### src/rtl/instruction_write_back_pkg.sv
// Shared definitions for the write-back stage: FSM encoding, CPSR flag positions,
// the PC register index and the multiply flag helper.
package instruction_write_back_pkg;

    localparam int DATA_WIDTH     = 32;
    localparam int REG_ADDR_WIDTH = 4;

    typedef enum logic {
        WB_IDLE = 1'b0,
        WB_HI   = 1'b1
    } wb_state_e;

    localparam int CPSR_N = 31;
    localparam int CPSR_Z = 30;
    localparam int CPSR_C = 29;
    localparam int CPSR_V = 28;

    localparam int PC_REG = 15;

    // New CPSR after a multiply: N/Z from the result, C/V and the low bits kept.
    function automatic logic [31:0] mul_cpsr(input logic [63:0] m_result,
                                             input logic        m_long,
                                             input logic [31:0] cpsr);
        logic [31:0] next;
        next         = cpsr;
        next[CPSR_N] = m_long ? m_result[63] : m_result[31];
        next[CPSR_Z] = m_long ? (m_result == 64'd0) : (m_result[31:0] == 32'd0);
        return next;
    endfunction

endpackage

### src/rtl/instruction_write_back.sv
// Final pipeline stage: drives the register file write port and the CPSR write.
// Long multiplies take two beats (RdLo, then RdHi) and stall upstream in between.
module instruction_write_back
    import instruction_write_back_pkg::*;
#(
    parameter int DATA_WIDTH     = instruction_write_back_pkg::DATA_WIDTH,
    parameter int REG_ADDR_WIDTH = instruction_write_back_pkg::REG_ADDR_WIDTH
) (
    input  logic                      clk,
    input  logic                      rst,
    input  logic                      wb_i,
    input  logic [REG_ADDR_WIDTH-1:0] dest_i,
    input  logic [REG_ADDR_WIDTH-1:0] dest_hi_i,
    input  logic                      write_dest_do_i,
    input  logic                      write_dest_m_i,
    input  logic                      m_long_i,
    input  logic                      write_cpsr_i,
    input  logic [DATA_WIDTH-1:0]     result_i,
    input  logic [3:0]                flags_i,
    input  logic [2*DATA_WIDTH-1:0]   m_result_i,
    input  logic [31:0]               cpsr_i,
    output logic                      reg_we_o,
    output logic [REG_ADDR_WIDTH-1:0] reg_addr_o,
    output logic [DATA_WIDTH-1:0]     reg_data_o,
    output logic                      cpsr_we_o,
    output logic [31:0]               cpsr_o,
    output logic                      pc_write_o,
    output logic                      stall_o
);

    localparam logic [REG_ADDR_WIDTH-1:0] PC_ADDR = REG_ADDR_WIDTH'(PC_REG);

    wb_state_e                 state_q;
    logic                      reg_we_q;
    logic [REG_ADDR_WIDTH-1:0] reg_addr_q;
    logic [DATA_WIDTH-1:0]     reg_data_q;
    logic                      cpsr_we_q;
    logic [31:0]               cpsr_q;
    logic                      pc_write_q;
    logic                      stall_q;
    logic [REG_ADDR_WIDTH-1:0] hi_addr_q;
    logic [DATA_WIDTH-1:0]     hi_data_q;

    logic                      mul_only_d;
    logic                      is_long_d;
    logic                      do_write_d;
    logic [DATA_WIDTH-1:0]     lo_data_d;
    logic [31:0]               cpsr_d;

    // Data op wins when both write flags are set, so multiply flags only apply to a pure multiply.
    always_comb begin
        mul_only_d = write_dest_m_i && !write_dest_do_i;
        is_long_d  = mul_only_d && m_long_i;
        do_write_d = write_dest_do_i || write_dest_m_i;
        lo_data_d  = write_dest_do_i ? result_i : m_result_i[DATA_WIDTH-1:0];
        cpsr_d     = {flags_i, cpsr_i[27:0]};
        if (mul_only_d) begin
            cpsr_d = mul_cpsr(64'(m_result_i), m_long_i, cpsr_i);
        end
    end

    always_ff @(posedge clk) begin
        if (rst) begin
            state_q    <= WB_IDLE;
            reg_we_q   <= 1'b0;
            reg_addr_q <= '0;
            reg_data_q <= '0;
            cpsr_we_q  <= 1'b0;
            cpsr_q     <= '0;
            pc_write_q <= 1'b0;
            stall_q    <= 1'b0;
            hi_addr_q  <= '0;
            hi_data_q  <= '0;
        end else begin
            reg_we_q   <= 1'b0;
            cpsr_we_q  <= 1'b0;
            pc_write_q <= 1'b0;
            stall_q    <= 1'b0;
            case (state_q)
                WB_IDLE: begin
                    if (wb_i) begin
                        if (do_write_d) begin
                            reg_we_q   <= 1'b1;
                            reg_addr_q <= dest_i;
                            reg_data_q <= lo_data_d;
                            pc_write_q <= (dest_i == PC_ADDR);
                        end
                        if (write_cpsr_i) begin
                            cpsr_we_q <= 1'b1;
                            cpsr_q    <= cpsr_d;
                        end
                        if (is_long_d) begin
                            hi_addr_q <= dest_hi_i;
                            hi_data_q <= m_result_i[2*DATA_WIDTH-1:DATA_WIDTH];
                            stall_q   <= 1'b1;
                            state_q   <= WB_HI;
                        end
                    end
                end
                WB_HI: begin
                    // Second beat of a long multiply; wb_i is held off by stall_o.
                    reg_we_q   <= 1'b1;
                    reg_addr_q <= hi_addr_q;
                    reg_data_q <= hi_data_q;
                    pc_write_q <= (hi_addr_q == PC_ADDR);
                    state_q    <= WB_IDLE;
                end
                default: state_q <= WB_IDLE;
            endcase
        end
    end

    assign reg_we_o   = reg_we_q;
    assign reg_addr_o = reg_addr_q;
    assign reg_data_o = reg_data_q;
    assign cpsr_we_o  = cpsr_we_q;
    assign cpsr_o     = cpsr_q;
    assign pc_write_o = pc_write_q;
    assign stall_o    = stall_q;

endmodule

### config.mk
export PLATFORM = sky130hd
export DESIGN_NAME = instruction_write_back
export DESIGN_NICKNAME = d
export VERILOG_FILES = /design/src/rtl/instruction_write_back_pkg.sv /design/src/rtl/instruction_write_back.sv
export SDC_FILE = /design/constraint.sdc
export NUM_CORES = 1
export LEC_CHECK = 0
export ABC_AREA = 1
export CORE_MARGIN = 5
export CORE_UTILIZATION = 43
export CTS_BUF_LIST = sky130_fd_sc_hd__clkbuf_8
export CTS_CLUSTER_DIAMETER = 40
export CTS_CLUSTER_SIZE = 20
export DETAILED_ROUTE_END_ITERATION = 7
export PLACE_DENSITY = 0.83
export SYNTH_ARGS = -nofsm -noshare
export SYNTH_HDL_FRONTEND = slang
export SYNTH_SLANG_ARGS = --single-unit
### constraint.sdc
create_clock -name clk -period 1.6 [get_ports clk]
set_input_delay 0.32 -clock clk [delete_from_list [all_inputs] [get_ports clk]]
set_output_delay 0.32 -clock clk [all_outputs]
set_load 0.01 [all_outputs]
==> metrics <==
count of filler cells inserted in the layout=921; deepest level of the CTS H-tree=3; # clock sinks=108; share of the core filled with cells in the final layout=68.26%; initial antenna violation count=0; # nets final=1023; num rows=38; register area=2166 um^2; later-pin clock latency in the skew report=360 ps; via count=5278; Max Cap Viol=0; placeable core region=10790 um^2; worst-case clock skew=11.36 ps; number of distinct library cell variants in the gate-level netlist after synthesis=26; post-synthesis compound-gate area fraction=23.70%; I/O pin count=219; per-instance average area after synthesis=7.140 um^2; element type at the critical path end=primary output; biggest area consumer among synthesized cells=sky130_fd_sc_hd__dfxtp_1; vias per std cell=5.175; cell-by-cell trace of the critical path=clkdlybuf4s50_1; root buffer cell=sky130_fd_sc_hd__clkbuf_8; hold crit path type=flop to flop; normalized max-slew margin=79.12%; number of buffers and inverters on the critical path=1; overflow left after global routing=0; main combinational cell family by area after synthesis=compound AO/OA/AOI/OAI gates; layout cell share with drive strength beyond 1=6.932%; register clock-pin slew on the reported worst setup and hold paths=90 ps; crit-path max FO=2; share of async-settable or async-resettable flops after synthesis=0%; initial cell density of the core=43.73%; number of buffers created by CTS=9; count of placed standard cells including taps=1005; Post-Synth Adder-Cell Area=0%; Die H=114.8 um; area fraction in and, or, nand and nor cells after synthesis=21.29%; Post-DP HPWL=12480 um; FF+latch count, synth=108; detailed router's first-iteration violation count=260; GR Util All Layers=23.99%; top area cells in the synthesized netlist=sky130_fd_sc_hd__dfxtp_1, sky130_fd_sc_hd__o21ai_0, sky130_fd_sc_hd__a21oi_1; slowest cell on the critical path=sky130_fd_sc_hd__clkdlybuf4s50_1; Total Negative Setup Slacks=0 ps; maximum buffer depth of the clock tree=2; commonest cells in the synthesized netlist=sky130_fd_sc_hd__nor2_1, sky130_fd_sc_hd__o21ai_0, sky130_fd_sc_hd__dfxtp_1; largest net degree at the start of global routing=60; setup slack after layout=25.74 ps; DRC errors left=0; wire length of the first global-routing pass=25390 um; count of flip-flops with a built-in enable after synthesis=0; most common flop cell mapped by yosys=sky130_fd_sc_hd__dfxtp_1; full die area=13170 um^2; Multi-input gate area=2126 um^2; Post-Place Cell Area=7126 um^2; static leakage power=3.411 nW; top-area cell type share of the netlist area=45.81%; wire length per cell=16.15 um; Pwr per Cell Area=770.5 nW/um^2; via count of the first global-routing pass=5230; summed area of non-filler cells in the final layout=7367 um^2; gp weighted congestion=0.8751; hold buffer count at cts=0; result of the run=finished clean; required time worst endpoint=1280 ps; slew at the pin with the worst max-slew slack=313.2 ps; residual antenna-violating net count after detailed routing=0; Crit Path Class=flop to primary output; Worst setup SP type=flop; maximum operating frequency=635.2 MHz; netlist area before placement=4720 um^2; die width=114.8 um; Worst IR Drop VDD=0.4187 mV; final clock period utilization by the worst path=98.39%; signal arrival time at the worst endpoint=1250 ps; clock tree from TritonCTS=yes; final WL=16480 um; Final Slew Violations=0; count of TritonRoute iterations in the first routing pass=5; Buffers on Ports=216; mux contribution to synthesized area=0%; post-route total power=5.676 mW; Final min period=1574 ps; xor-xnor portion of the synthesized cell area=0%; area growth from synthesis to final layout=56.10%; final setup fails=0; worst setup timing slack at the placement stage=-253.5 ps; Post-Syn Nets=808; Antenna Diode Count=0; Hold Fails Final Rpt=0; cell class contributing the biggest share of worst-path delay=buffers and inverters; Post-Route Hold Slack=465.6 ps; gate count of the mapped netlist=661; warnings from Yosys=0; sequential element share of the synthesized area=45.81%; fin cells=1020; slowest stage delay, CP=560 ps; most common cell in the netlist=sky130_fd_sc_hd__nor2_1
==> report_power, final <==
group          internal, mW  switching (mW)
sequential             2.83          0.0770
clock                 0.629           0.876
combinational         0.705           0.555
total                  4.17            1.51
==> cell families (layout without fill, tap and decap cells) <==
logic type | after synthesis | after routing
AOI/OAI and AO/OA | 222 | 222
buffers and inverters | 84 | 303
and+or+nand+nor | 247 | 247
DFF | 108 | 108
==> placed cells by master, fill, tap and decap left out, types with 2 or more instances in the layout <==
cell type                         instances
sky130_fd_sc_hd__nand2_1                 89
sky130_fd_sc_hd__dlygate4sd2_1           13
sky130_fd_sc_hd__o21ai_0                109
sky130_fd_sc_hd__buf_12                   8
sky130_fd_sc_hd__dlymetal6s2s_1          32
sky130_fd_sc_hd__inv_4                    2
sky130_fd_sc_hd__inv_1                   34
sky130_fd_sc_hd__clkdlybuf4s50_1        171
sky130_fd_sc_hd__nand2_4                  3
sky130_fd_sc_hd__nand4_1                  4
sky130_fd_sc_hd__o21ai_1                  2
sky130_fd_sc_hd__nor2_1                 132
sky130_fd_sc_hd__nand3_1                  8
sky130_fd_sc_hd__buf_4                   25
sky130_fd_sc_hd__o211ai_1                 2
sky130_fd_sc_hd__a31oi_1                  2
sky130_fd_sc_hd__clkbuf_8                11
sky130_fd_sc_hd__a21oi_1                107
sky130_fd_sc_hd__dfxtp_1                107
sky130_fd_sc_hd__nor3_1                   6
sky130_fd_sc_hd__inv_2                    5
==> final timing paths <==
path	start	endpoint	slack (ps)	cells past startpoint
setup reg to reg	state_q	hi_data_q[4]	160	7
hold / removal	cpsr_o[4]	cpsr_o[4]	470	2
hold reg to reg	cpsr_o[4]	cpsr_o[4]	470	2
setup / recovery	reg_data_o[10]	reg_data_o[10]	30	1
==> worst min-delay path, stage by stage (launching register included) <==
cell	delay, ps
sky130_fd_sc_hd__dfxtp_1	320
sky130_fd_sc_hd__nand2_1	60
sky130_fd_sc_hd__a21oi_1	50
==> timing repair <==
item / in CTS / in global routing
buffers inserted: 0 / 0
endpoints found under the setup margin: 13 / 35
resized for setup: 14 / 35
==> state kept, by name, summed over array words and instances (netlist names) <==
register    flops
cpsr_o         32
cpsr_we_o       1
hi_addr_q       4
hi_data_q      32
pc_write_o      1
reg_addr_o      4
reg_data_o     32
reg_we_o        1
state_q         1
==> routing by layer <==
layer / track usage, % / routed length (um) / vias up
li1: - / - / 2593
met1: 29.11 / 6476 / 2459
met2: 41.95 / 8532 / 186
met3: 3.474 / 921 / 40
met4: 11.11 / 546 / 0
met5: 0 / 0 / -
==> cell type report <==
cell class / instances / area share, %
multi-input combinational: 469 / 28.86
timing repair buffer: 249 / 34.94
clock inverter: 4 / 0.2548
sequential: 108 / 29.40
inverter: 39 / 2.123
clock buffer: 11 / 2.055
tap: 140 / 2.378
(Power assumes the default switching activity.)
